<file path="config.mk">
export PLATFORM = sky130hd
export DESIGN_NAME = counter_gen
export DESIGN_NICKNAME = d
export VERILOG_FILES = /design/src/rtl/counter_gen.sv
export SDC_FILE = /design/constraint.sdc
export NUM_CORES = 1
export LEC_CHECK = 0
export ABC_AREA = 1
export BUFFER_PORTS_ARGS = -buffer_cell sky130_fd_sc_hd__buf_2
export CORE_ASPECT_RATIO = 0.9
export CORE_MARGIN = 2
export CORE_UTILIZATION = 29
export DETAILED_ROUTE_END_ITERATION = 10
export PLACE_DENSITY = 0.52
export RECOVER_POWER = 25
export SYNTH_ARGS = -nofsm -noshare
export SYNTH_HDL_FRONTEND = slang
export SYNTH_SLANG_ARGS = --single-unit
</file>
<file path="constraint.sdc">
create_clock -name clk1 -period 2.2 [get_ports clk1]
set_clock_uncertainty 0.15 [all_clocks]
set_input_delay 0.22 -clock clk1 [delete_from_list [all_inputs] [get_ports clk1]]
set_output_delay 0.22 -clock clk1 [all_outputs]
set_load 0.02 [all_outputs]
</file>
<file path="src/rtl/counter_gen.sv">
// Parametrised LED / trigger counter with prescaler, up/down, load and one-shot.
// Optional compare trigger output enabled by defining COUNTER_GEN_TRIG_EN.
module counter_gen #(
    parameter int unsigned     CNT_W  = 32,
    parameter int unsigned     LED_N  = 4,
    parameter int unsigned     PRE_W  = 8,
    parameter longint unsigned MODULO = 0
) (
    input  logic             clk1,
    input  logic             rstn,
    input  logic             en,
    input  logic             dir,
    input  logic             oneshot,
    input  logic [PRE_W-1:0] pre_div,
    input  logic             load,
    input  logic [CNT_W-1:0] load_val,
`ifdef COUNTER_GEN_TRIG_EN
    input  logic [CNT_W-1:0] cmp_val,
    output logic             trig,
`endif
    output logic [CNT_W-1:0] cnt,
    output logic [LED_N-1:0] led,
    output logic             tc,
    output logic             done
);

    localparam logic [CNT_W-1:0] TOP = (MODULO == 64'd0) ? {CNT_W{1'b1}}
                                                         : CNT_W'(MODULO - 64'd1);
    localparam logic [0:0] ST_RUN  = 1'b0;
    localparam logic [0:0] ST_DONE = 1'b1;

    logic [CNT_W-1:0] cnt_q, cnt_d;
    logic [PRE_W-1:0] pre_cnt_q, pre_cnt_d;
    logic [0:0]       state_q, state_d;
    logic             tc_q, tc_d;
    logic             tick;
    logic             at_term;

    always_comb begin
        cnt_d     = cnt_q;
        pre_cnt_d = pre_cnt_q;
        state_d   = state_q;
        tc_d      = 1'b0;
        tick      = en && (pre_cnt_q >= pre_div) && (state_q == ST_RUN);
        at_term   = dir ? (cnt_q == TOP) : (cnt_q == '0);

        // Load wins over a coincident tick; that tick is simply dropped.
        if (load) begin
            cnt_d     = (load_val > TOP) ? TOP : load_val;
            pre_cnt_d = '0;
            state_d   = ST_RUN;
        end else if (tick) begin
            pre_cnt_d = '0;
            tc_d      = at_term;
            if (at_term && oneshot) begin
                state_d = ST_DONE;
            end else if (dir) begin
                cnt_d = at_term ? '0 : cnt_q + CNT_W'(1);
            end else begin
                cnt_d = at_term ? TOP : cnt_q - CNT_W'(1);
            end
        end else if (en && (state_q == ST_RUN)) begin
            pre_cnt_d = pre_cnt_q + PRE_W'(1);
        end
    end

    always_ff @(posedge clk1) begin
        if (!rstn) begin
            cnt_q     <= '0;
            pre_cnt_q <= '0;
            state_q   <= ST_RUN;
            tc_q      <= 1'b0;
        end else begin
            cnt_q     <= cnt_d;
            pre_cnt_q <= pre_cnt_d;
            state_q   <= state_d;
            tc_q      <= tc_d;
        end
    end

`ifdef COUNTER_GEN_TRIG_EN
    logic trig_q, trig_d;

    // Fires only when a tick actually moves cnt onto cmp_val, never on load or terminal hold.
    always_comb begin
        trig_d = !load && tick && !(at_term && oneshot) && (cnt_d == cmp_val);
    end

    always_ff @(posedge clk1) begin
        if (!rstn) begin
            trig_q <= 1'b0;
        end else begin
            trig_q <= trig_d;
        end
    end

    assign trig = trig_q;
`endif

    assign cnt  = cnt_q;
    assign led  = cnt_q[CNT_W-1 -: LED_N];
    assign tc   = tc_q;
    assign done = (state_q == ST_DONE);

endmodule

</file>
==> flow_metrics.py <==
metrics = {
    "critical_path": {
        "rr_worst_depth": 15,
        "end_kind": "flip-flop",
        "required_ns": 2.25,
        "start_kind": "flip-flop",
        "r2r_slack_ns": 0.03,
        "cp_max_fo": 7,
        "worstPathArrival_ns": 2.22,
        "worstSetupPathType": "reg -> reg",
    },
    "placement": {
        "portBuffers": 83,
        "place_hpwl_um": 13900,
        "dpl_cell_area_mm2": 0.005836,
        "gp_congestion": 0.9549,
    },
    "die": {
        "io-pin-count": 84,
        "initial_core_util": 0.2987,
        "dieArea_mm2": 0.01704,
        "die_h_um": 124.1,
        "core_area_mm2": 0.01555,
        "die_width_um": 137.4,
        "rows": 43,
    },
    "logic_synthesis": {
        "netlist_top_cells_area": "nand2_1 23%, dfxtp_1 18%, nor2_1 10%",
        "synth_nets": 904,
        "yosysSeqAreaShare": 0.1810,
        "yosysTopAreaCell": "nand2_1",
        "ys_seq_elements": 42,
        "synth.avg_cell_area_um2": 5.490,
        "yosys_most_used_dff": "dfxtp_1",
        "synth_top_area_share": 0.2295,
        "synth_edf_count": 0,
        "yosys_warnings": 0,
        "async_flop_share": 0,
        "syn_area_mm2": 0.004644,
        "syn_inst": 846,
        "ys_types": 34,
    },
    "routing": {
        "vias": 5539,
        "drt_first_pass_iters": 5,
        "dr.first_iter.drc_count": 358,
        "wl_um": 17740,
        "drc": 0,
        "wl_per_cell_um": 14.78,
        "vias_per_cell": 4.616,
        "drtAntennaViolNets": 0,
    },
    "clock_tree": {
        "cts_buffers": 5,
        "clock_sinks": 42,
        "hold_buffers": 0,
        "root_buffer": "clkbuf_16",
        "tritoncts": "built",
        "cts_buffer_depth": 2,
        "h-tree-depth": 2,
        "clk_latency_ns": 0.30,
        "clkTransAtPathRegs_ns": 0.07,
    },
    "power_and_ir_drop": {
        "powerDensity_mw_per_mm2": 457.5,
        "p_leak_nw": 3.320,
        "peakVddDrop_mv": 0.2769,
    },
    "sta": {
        "period_needed_ns": 2.170,
        "finalSetupViolations": 0,
        "max_freq_ghz": 0.4609,
        "rsz0062_at_grt": "yes",
        "drv_slew": 0,
        "fin_crit_sh": 0.9863,
        "final.setup.tns_ns": 0,
        "tightestPinTransition_ns": 0.4006,
        "slew_headroom": 0.7309,
        "hold_viol_final": 0,
    },
    "global_route": {
        "grt_start_max_net_pins": 31,
        "antenna_found_initial": 0,
        "grt_pass1_vias": 5144,
        "grt_first_pass_wirelength_um": 26970,
        "grt-ovfl-total": 0,
        "grt_util_all_layers": 0.2069,
    },
    "layout": {
        "drive_above_1_share": 0.2375,
        "antenna_cells": 0,
        "n_fill_cell": 1732,
        "fin_nets": 1055,
        "synthToLayoutAreaGrowth_pct": 34.67,
        "final_cell_area_mm2": 0.006255,
    },
    "run_status": {
        "status": "finished, final reports clean",
    },
    "flow_run": {
        "cap_violations": 0,
    },
    "worst_hold_path": {
        "hold_path_class": "in -> reg",
        "worstHoldPathCells": 5,
    },
}
sequential cells by signal (all words and copies together), names as in the netlist:
name,flops
cnt,32
tc,1
done,1
pre_cnt_q,8
power breakdown:
group | switching, W | internal, W | total, W
Combinational | 0.000644 | 0.000457 | 0.00110
Sequential | 0.0000626 | 0.000808 | 0.000870
Clock | 0.000357 | 0.000533 | 0.000890
Total | 0.00106 | 0.00180 | 0.00286
cells by family after synthesis:
group / synth area share
and+or+nand+nor: 0.4739
buffers and inverters: 0.1369
adders and majority gates: 0.03233
muxes: 0.004311
xor gates and xnor gates: 0.08863
DFF: 0.1810
AOI/OAI and AO/OA: 0.08298
worst max-delay path: stages (launching register included):
cell       delay, ns
dfxtp_1         0.39
nand2_1         0.13
nor2_1          0.17
nand2_1         0.14
inv_2           0.09
nand3_2         0.10
nand2_4         0.10
buf_6           0.10
nand2_4         0.04
nand2_4         0.09
nand2_8         0.11
clkbuf_16       0.19
o21ai_1         0.12
inv_1           0.05
nand2_1         0.05
inv_1           0.03
layout make-up:
type	instances	area [µm²]	share of cell area
Sequential cell	42	850.8	0.1360
Clock buffer	5	125.1	0.02000
Timing Repair Buffer	193	1334	0.2132
Tap cell	202	252.7	0.04041
Multi-Input combinational cell	659	3292	0.5263
Inverter	96	360.3	0.05761
Clock inverter	3	40.04	0.006401
path summary, 6_finish.rpt:
path                                           start              endpoint
worst max-delay path            cnt[17]$_SDFFE_PN0P_  cnt[11]$_SDFFE_PN0P_
worst max register to register  cnt[17]$_SDFFE_PN0P_  cnt[11]$_SDFFE_PN0P_
worst min-delay path                    load_val[24]  cnt[24]$_SDFFE_PN0P_
worst min register to register     done$_SDFFE_PP0P_     done$_SDFFE_PP0P_
per-stage QoR:
stage	util	total power (W)	std cells	hold WS (ns)	setup WS, ns
6_report	0.4023	0.002862	1200	0.05805	0.03021
5_1_grt	0.4023	0.003055	1200	0.06700	-0.1055
4_1_cts	0.3867	0.002834	1193	0.05233	0.01152
3_5_place_dp	0.3753	0.001919	1185	0.3204	-0.1565
3_3_place_gp	0.3753	0.001923	1185	0.3152	-0.1218
2_1_floorplan	-	0.001507	846	0.2267	0.04323
synthesized netlist by cell type, drive strengths merged (6+ instances only):
library cell and instances:
a21oi 18, buf 38, clkbuf 11, dfxtp 42, ha 12, inv 95
nand2 289, nand3 71, nand4 10, nor2 130, nor3 11, o21ai 53
or2 6, xnor2 14, xor2 33
metal layers:
layer  vias up  track usage  wire length [µm]
li1       2921            -                 -
met1      2454       0.2986              8767
met2       152       0.3290              7664
met3        12      0.02564              1099
met4         0      0.04446               206
met5         -            0                 0
cell usage in the layout, fill, tap and decap left out, types with 4 or more instances in the layout:
master	Yosys	final
nand2_4	4	4
nand2_1	284	282
xnor2_1	14	14
clkbuf_1	11	13
o21ai_1	12	23
nor2_1	124	115
or2_2	6	6
nor2_4	2	6
buf_2	25	70
clkbuf_16	0	8
a21oi_1	18	18
buf_6	3	5
inv_2	3	6
nor2_2	4	9
o21ai_2	0	4
nor3_1	11	9
inv_1	92	89
nand4_1	10	10
dfxtp_1	42	38
o21ai_0	41	26
xor2_1	33	33
nand3_1	69	69
buf_4	10	99
ha_1	12	9
repair_timing:
action                     4_1_cts  5_1_grt
gates resized for setup          5       53
pin swaps                        0       10
setup endpoints to repair       24       32
gates cloned                     0        3
hold endpoints to repair         0        0
setup buffers                    0        4
No activity file was read; power rests on OpenSTA's default activity.
